--- config.mk ---
export PLATFORM = sky130hd
export DESIGN_NAME = mem_loader
export DESIGN_NICKNAME = d
export VERILOG_FILES = /design/src/rtl/mem_loader.sv
export SDC_FILE = /design/constraint.sdc
export NUM_CORES = 1
export LEC_CHECK = 0
export BUFFER_PORTS_ARGS = -buffer_cell sky130_fd_sc_hd__buf_2
export CAP_MARGIN = 10
export CORE_UTILIZATION = 54
export CTS_CLUSTER_DIAMETER = 30
export DETAILED_ROUTE_END_ITERATION = 12
export GPL_TIMING_DRIVEN = 0
export PLACE_DENSITY = 0.91
export SETUP_SLACK_MARGIN = 0.02
export SLEW_MARGIN = 20
export SYNTH_ARGS = -nofsm -noshare
export SYNTH_HDL_FRONTEND = slang
export SYNTH_SLANG_ARGS = --single-unit
--- constraint.sdc ---
create_clock -name clk -period 4.7 [get_ports clk]
set_input_delay 0.47 -clock clk [delete_from_list [all_inputs] [get_ports clk]]
set_output_delay 0.47 -clock clk [all_outputs]
set_load 0.005 [all_outputs]
--- src/rtl/mem_loader.sv ---
// Burst loader: accepts a valid/ready word stream and writes len words into
// consecutive scratch-memory addresses starting at base, wrapping modulo Size.
module mem_loader #(
    parameter  int N    = 32,
    parameter  int Size = 64,
    localparam int Bits = $clog2(Size)
) (
    input  logic            clk,
    input  logic            rst,
    input  logic            start,
    input  logic            abort,
    input  logic [Bits-1:0] base,
    input  logic [Bits:0]   len,
    input  logic            in_valid,
    input  logic [N-1:0]    in_data,
    output logic            in_ready,
    output logic            mem_write,
    output logic [Bits-1:0] mem_adr,
    output logic [N-1:0]    mem_din,
    output logic            busy,
    output logic            done,
    output logic [Bits:0]   count
);

    typedef enum logic [1:0] {
        IDLE = 2'd0,
        LOAD = 2'd1,
        FIN  = 2'd2
    } state_t;

    localparam logic [Bits:0]   SizeW = (Bits + 1)'(Size);
    localparam logic [Bits-1:0] LastAdr = Bits'(Size - 1);

    state_t          state;
    logic [Bits-1:0] ptr;
    logic [Bits:0]   len_r;
    logic            accept;

    assign in_ready = (state == LOAD) && !abort;
    assign busy     = (state == LOAD);
    assign accept   = in_valid && in_ready;

    // Explicit wrap compare keeps the pointer correct for non-power-of-2 depths.
    always_ff @(posedge clk or posedge rst) begin
        if (rst) begin
            state     <= IDLE;
            ptr       <= '0;
            len_r     <= '0;
            count     <= '0;
            mem_write <= 1'b0;
            mem_adr   <= '0;
            mem_din   <= '0;
            done      <= 1'b0;
        end else begin
            done <= 1'b0;
            case (state)
                IDLE: begin
                    mem_write <= 1'b0;
                    if (start) begin
                        ptr   <= base;
                        len_r <= (len > SizeW) ? SizeW : len;
                        count <= '0;
                        if (len == '0) begin
                            state <= FIN;
                            done  <= 1'b1;
                        end else begin
                            state <= LOAD;
                        end
                    end
                end
                LOAD: begin
                    if (abort) begin
                        mem_write <= 1'b0;
                        state     <= IDLE;
                    end else if (accept) begin
                        mem_write <= 1'b1;
                        mem_adr   <= ptr;
                        mem_din   <= in_data;
                        ptr       <= (ptr == LastAdr) ? '0 : ptr + 1'b1;
                        count     <= count + 1'b1;
                        if (count == len_r - 1'b1) begin
                            state <= FIN;
                            done  <= 1'b1;
                        end
                    end else begin
                        mem_write <= 1'b0;
                    end
                end
                FIN: begin
                    mem_write <= 1'b0;
                    state     <= IDLE;
                end
                default: begin
                    mem_write <= 1'b0;
                    state     <= IDLE;
                end
            endcase
        end
    end

endmodule

[After elaboration in Yosys (flattened, before gate mapping)]
Cells that the tools add are included.
Storage, ports and cells
  bits in latches: 0
  output and inout port bits: 49
  bits in registers: 62
  word-level logic and storage cells: 56
  memories kept: 0
  ROM bits: 0
  bits of input ports: 50
  memory bits (writable): 0
Cells by class
  multipliers: 0
  multiplexer cells: 25
  add/subtract/negate cells: 3
  reduce and logical (&&, ||, !) cells: 10
  div/mod/pow operators: 0
  shift operators: 0
  order comparisons: 1
  bitwise gates (word level): 1
  eq/ne operators: 8
Operator list (number)
  $mux 7: 4
  $mux 6: 4
  $pmux 7 s2: 1
  $pmux 6 s2: 1
  $mux 2: 5
  $mux 1: 8
  $add 7x1->7 const B: 1
  $eq 7x7->1: 1
  $gt 7x7->1 const B: 1
  $logic_not 7->1: 1
  $sub 7x1->7 const B: 1
  $add 6x1->6 const B: 1
  $eq 6x6->1 const B: 1
  $ne 3x2->1 const B: 2
  $reduce_and 3->1: 2
  $ne 2x2->1 const B: 2
  $pmux 2 s2: 1
  $reduce_and 4->1: 1
  $eq 2x1->1 const B: 1
  $logic_and 1x1->1: 2
  $logic_not 2->1: 1
  $ne 2x1->1 const B: 1
  $pmux 1 s2: 1
  $reduce_and 2->1: 1
  3 further kinds: 3

[Depth between registers and ports, before layout]
  depth after elaboration: 6
  gate-level depth with buffers: 8
  depth with buffers taken out: 7

[Worst setup path before layout]
Ideal clock, no wire load.
  path type: register to register
  start point: reg len_r[0]
  end point: reg done
  slack: 3090 ps
  path buffers: 1
  cell stages (with the launch flop): 8
  data arrival time: 1489 ps
  data required time: 4580 ps
  setup time: 120 ps
  clock period less this slack: 1610 ps
  cell sequence: dfrtp_1 inv_1 ha_1 clkbuf_1 o21ai_2 a311oi_1 nand3_1 and4_1
Between the ends
  cells in the longest elaborated chain, start to end: 6
Ends and longest elaborated chain
  from (decl): line 36  | logic [Bits:0] len_r;
  from (signal assigned): line 61  | len_r <= (len > SizeW) ? SizeW : len;
  $sub 7x1->7: line 81  | if (count == len_r - 1'b1) begin
  $eq 7x7->1: line 81
  $mux 1: line 81
  $mux 1: line 75  | end else if (accept) begin
  $mux 1: line 72  | if (abort) begin
  $pmux 1 s2: line 56  | case (state)
  to (signal assigned): line 53  | done <= 1'b0;
  to (signal assigned): line 55  | done <= 1'b0;
  to (signal assigned): line 83  | done <= 1'b1;
  to (decl): line 21  | output logic done,
No other way between the ends.
A chain may end at the register's enable or synchronous reset.

[Final worst setup path]
  start point: reg state[1]
  end point: out in_ready
Between the ends
  cells in the longest elaborated chain, start to end: 2
Ends and longest elaborated chain
  from (decl): line 34  | state_t state;
  from (signal assigned): line 46  | state <= IDLE;
  from (signal assigned): line 64  | state <= FIN;
  from (signal assigned): line 67  | state <= LOAD;
  $eq 2x1->1: line 39  | assign in_ready = (state == LOAD) && !abort;
  $logic_and 1x1->1: line 39
  to (decl): line 16  | output logic in_ready,
No other way between the ends.

==> results_dict.tcl <==
set metrics [dict create \
    status "complete, no violations" \
    cap_violations 0 \
    io_pins 99 \
    initial_core_util_pct 55.8 \
    clock_skew_ps 8.12 \
    cp.buffers_inverters 4 \
    clockBufferDepth 2 \
    cts_buffers 9 \
    rsz0062_at_grt "no" \
    drt-vias-per-instance 4.95 \
    io_buffer_count 98 \
    crit_path_end "in_ready" \
    grt-ovfl-total 0 \
    fmax_mhz 530 \
    drive_above_1_share_pct 31.1 \
    design_power_total_uw 2380 \
    cts_resized 0 \
    worstRegToRegCells 7 \
    synth.distinct_cells 41 \
    core_mm2 0.00511 \
    path_cells "nand2b_1, buf_6, inv_4, nand2b_4, inv_2, buf_2" \
    critPathSlowestCell "dfrtp_1" \
    clock-root-buffer "clkbuf_8" \
    drc 0 \
    ys_warn_count 0 \
    finalCriticalPeriod_ps 1890 \
    timing_worst_setup_path_type "reg -> out" \
    multi_input_area_mm2 0.00119 \
    slew_headroom_pct 59.7 \
    setup_viol 0 \
    syn_nets 376 \
    r2r_end "state[1]" \
    grt_usage_pct 24.5 \
    num_vias 2512 \
    syn_avg_cell_area_um2 8.83 \
    regToRegStartpoint "len_r[0]" \
    vdd_ir_drop_max_mv 0.358 \
    rows 26 \
    cts_sinks 62 \
    ys_seq_area_share_pct 54.4 \
    cts.hold.buffers_added 0 \
    first_pass_iters 4 \
    tightest_slew_ps 602 \
    grt_start_max_net_pins 45 \
    worstSetupStartpointType "flop" \
    finalHoldViolCount 0 \
    fin_tns_setup_ps 0 \
    path_max_fanout 8 \
    crit_required_ps 4230 \
    insertion_delay_ps 340 \
    wl_met3_um 314 \
    cpLargestDelayFamily "flip-flops" \
    crit_arrival_ps 1420 \
    routed_wl_um 6470 \
    die-area_mm2 0.00557 \
    gp_congestion 0.856 \
    r2r_setup_slack_ps 2870 \
    startpoint "state[1]" \
    met1Wirelength_um 2860 \
    slew_violations 0 \
    grt_pass1_wl_um 10200 \
    slowest_delay_ps 440 \
    antenna_found_initial 0 \
    area_delta_synth_final_pct 27.7 \
    power.density_mw_per_mm2 655 \
    finalCritPeriodShare_pct 40.2 \
    drtIter0Drc 196 \
    worstHoldPathType "in -> async" \
    path_depth 6 \
    leakage_uw 0.00199 \
    grt_pass1_vias 2292 \
    htreeDepth 3 \
    syn_area_mm2 0.00285 \
    n_fill_cell 425 \
    routed-wl-met2_um 3160 \
    die_y_um 74.7 \
    top_layer "met4" \
    detail-route-antenna-nets 0 \
    die_x_um 74.7 \
    n_antenna_cell 0 \
    end_kind "output port" \
    final_nets 486 \
    seq_area_mm2 0.00155 \
    cts.clk_slew.worst_paths_ps 70 \
    synth-seq-cells 62 \
    tritoncts "built" \
    hpwl_um 4730 \
    syn-instance-count 323 \
    post-cts-setup-buffers 0 \
    wl_per_cell_um 12.8 \
]
-- report_power, final --
group / switching (uW) / internal, uW
clock: 200 / 255
sequential: 162 / 767
combinational: 573 / 427
total: 936 / 1450
-- worst min path at each step --
stage                           start           to  depth (start not counted)
after floorplan              len_r[5]     len_r[5]                          2
after global placement    mem_din[29]  mem_din[29]                          2
after detailed placement          rst   mem_din[6]                          2
after CTS                         rst   mem_din[6]                          2
after global routing              rst   mem_din[6]                          2
final                             rst   mem_din[1]                          2
-- worst register-to-register path: cells and delay by family (launching register included) --
family | cells | cell delay, ps
buf+inv | 2 | 390
simple gates | 2 | 420
fa+ha+maj | 1 | 140
compound gates | 2 | 380
flops | 1 | 410
-- registers in the layout, indices dropped and copies added, names as in the netlist --
register	flops
mem_write	1
len_r	7
ptr	6
mem_din	32
count	7
mem_adr	6
done	1
state	2
-- synthesized netlist by cell type --
master    number  area share [%]
a21o_1         1            0.26
and3_1         2            0.44
o21ai_0        9             1.6
nor4_1         1            0.22
buf_6          2            0.79
a221o_1        1            0.35
nand2_1      144              19
nand2_2        1            0.22
nor3b_1        1            0.26
o21ai_1        2            0.35
nand4_1        3            0.66
and4_1         2            0.61
nor3_4         1            0.57
ha_1           3             1.3
a21oi_2        1            0.31
nor4_2         1            0.44
a31oi_1        3            0.66
nor2b_1        1            0.22
inv_4          1            0.22
o311ai_1       1            0.31
a21oi_1        4            0.70
dfrtp_1       62              54
o211ai_1       2            0.53
nand2b_1       4            0.88
nor2_1        13             1.7
nor3_1         4            0.70
a311oi_1       1            0.31
nand2b_4       1            0.48
clkbuf_1       5            0.66
inv_2          2            0.26
o21ai_2        1            0.31
nand3b_1       7             1.8
nand3_1        5            0.88
a22oi_1        1            0.26
buf_2          7             1.2
inv_1          5            0.66
nor3_2         2            0.70
xnor2_1        9             2.8
a41oi_1        1            0.31
xor2_1         4             1.2
or2_2          2            0.44
-- cell families after synthesis --
kind of cell	count (synthesis)	share of synthesized area, %
compound gates	28	6.23
simple gates	195	30.2
flops	62	54.4
buf+inv	22	3.82
fa+ha+maj	3	1.32
xor+xnor	13	3.99
-- metrics by stage --
stage / cell area [um2] / std cells / utilization (%) / hold WS, ps / setup slack [ps]
after floorplan: 2850 / 323 / - / 461 / 2690
after global routing: 3640 / 507 / 71.3 / 85.5 / 2740
after detailed placement: 3450 / 492 / 67.6 / 425 / 2890
after global placement: 3430 / 491 / 67.1 / 453 / 2000
final: 3640 / 507 / 71.3 / 56.7 / 2810
after CTS: 3640 / 507 / 71.3 / 63.9 / 2810
-- cells in the final DEF (no fill, tap or decap), types with 2 or more instances in the layout --
cell,netlist,layout
buf_2,7,105
nand2b_1,4,4
nor2_1,13,13
buf_6,2,2
xnor2_1,9,9
nand3_1,5,5
or2_2,2,2
clkbuf_1,5,6
inv_4,1,2
clkbuf_8,0,10
clkinv_2,0,2
o211ai_1,2,2
o21ai_1,2,2
o21ai_0,9,9
inv_2,2,2
ha_1,3,3
xor2_1,4,4
a21oi_1,4,4
nand2_1,144,144
nor3_2,2,2
nand3b_1,7,7
nand4_1,3,3
and3_1,2,2
nor3_1,4,4
and4_1,2,2
a31oi_1,3,3
dfrtp_1,62,62
inv_1,5,4
-- layer usage --
| layer | up-vias | track usage [%] |
|---|---|---|
| met3 | 11 | 5.22 |
| li1 | 1260 | - |
| met1 | 1163 | 31.4 |
| met4 | 0 | 14.3 |
| met5 | - | 0 |
| met2 | 78 | 38.7 |
-- layout make-up --
cell class / count / area share, %
sequential: 62 / 42.6
multi-input combinational: 239 / 32.7
timing repair buffer: 99 / 14.0
clock buffer: 11 / 3.88
tap: 70 / 2.41
buffer: 14 / 2.10
clock inverter: 4 / 1.31
inverter: 8 / 0.962
Note: power is estimated with default switching activity, not from simulation.
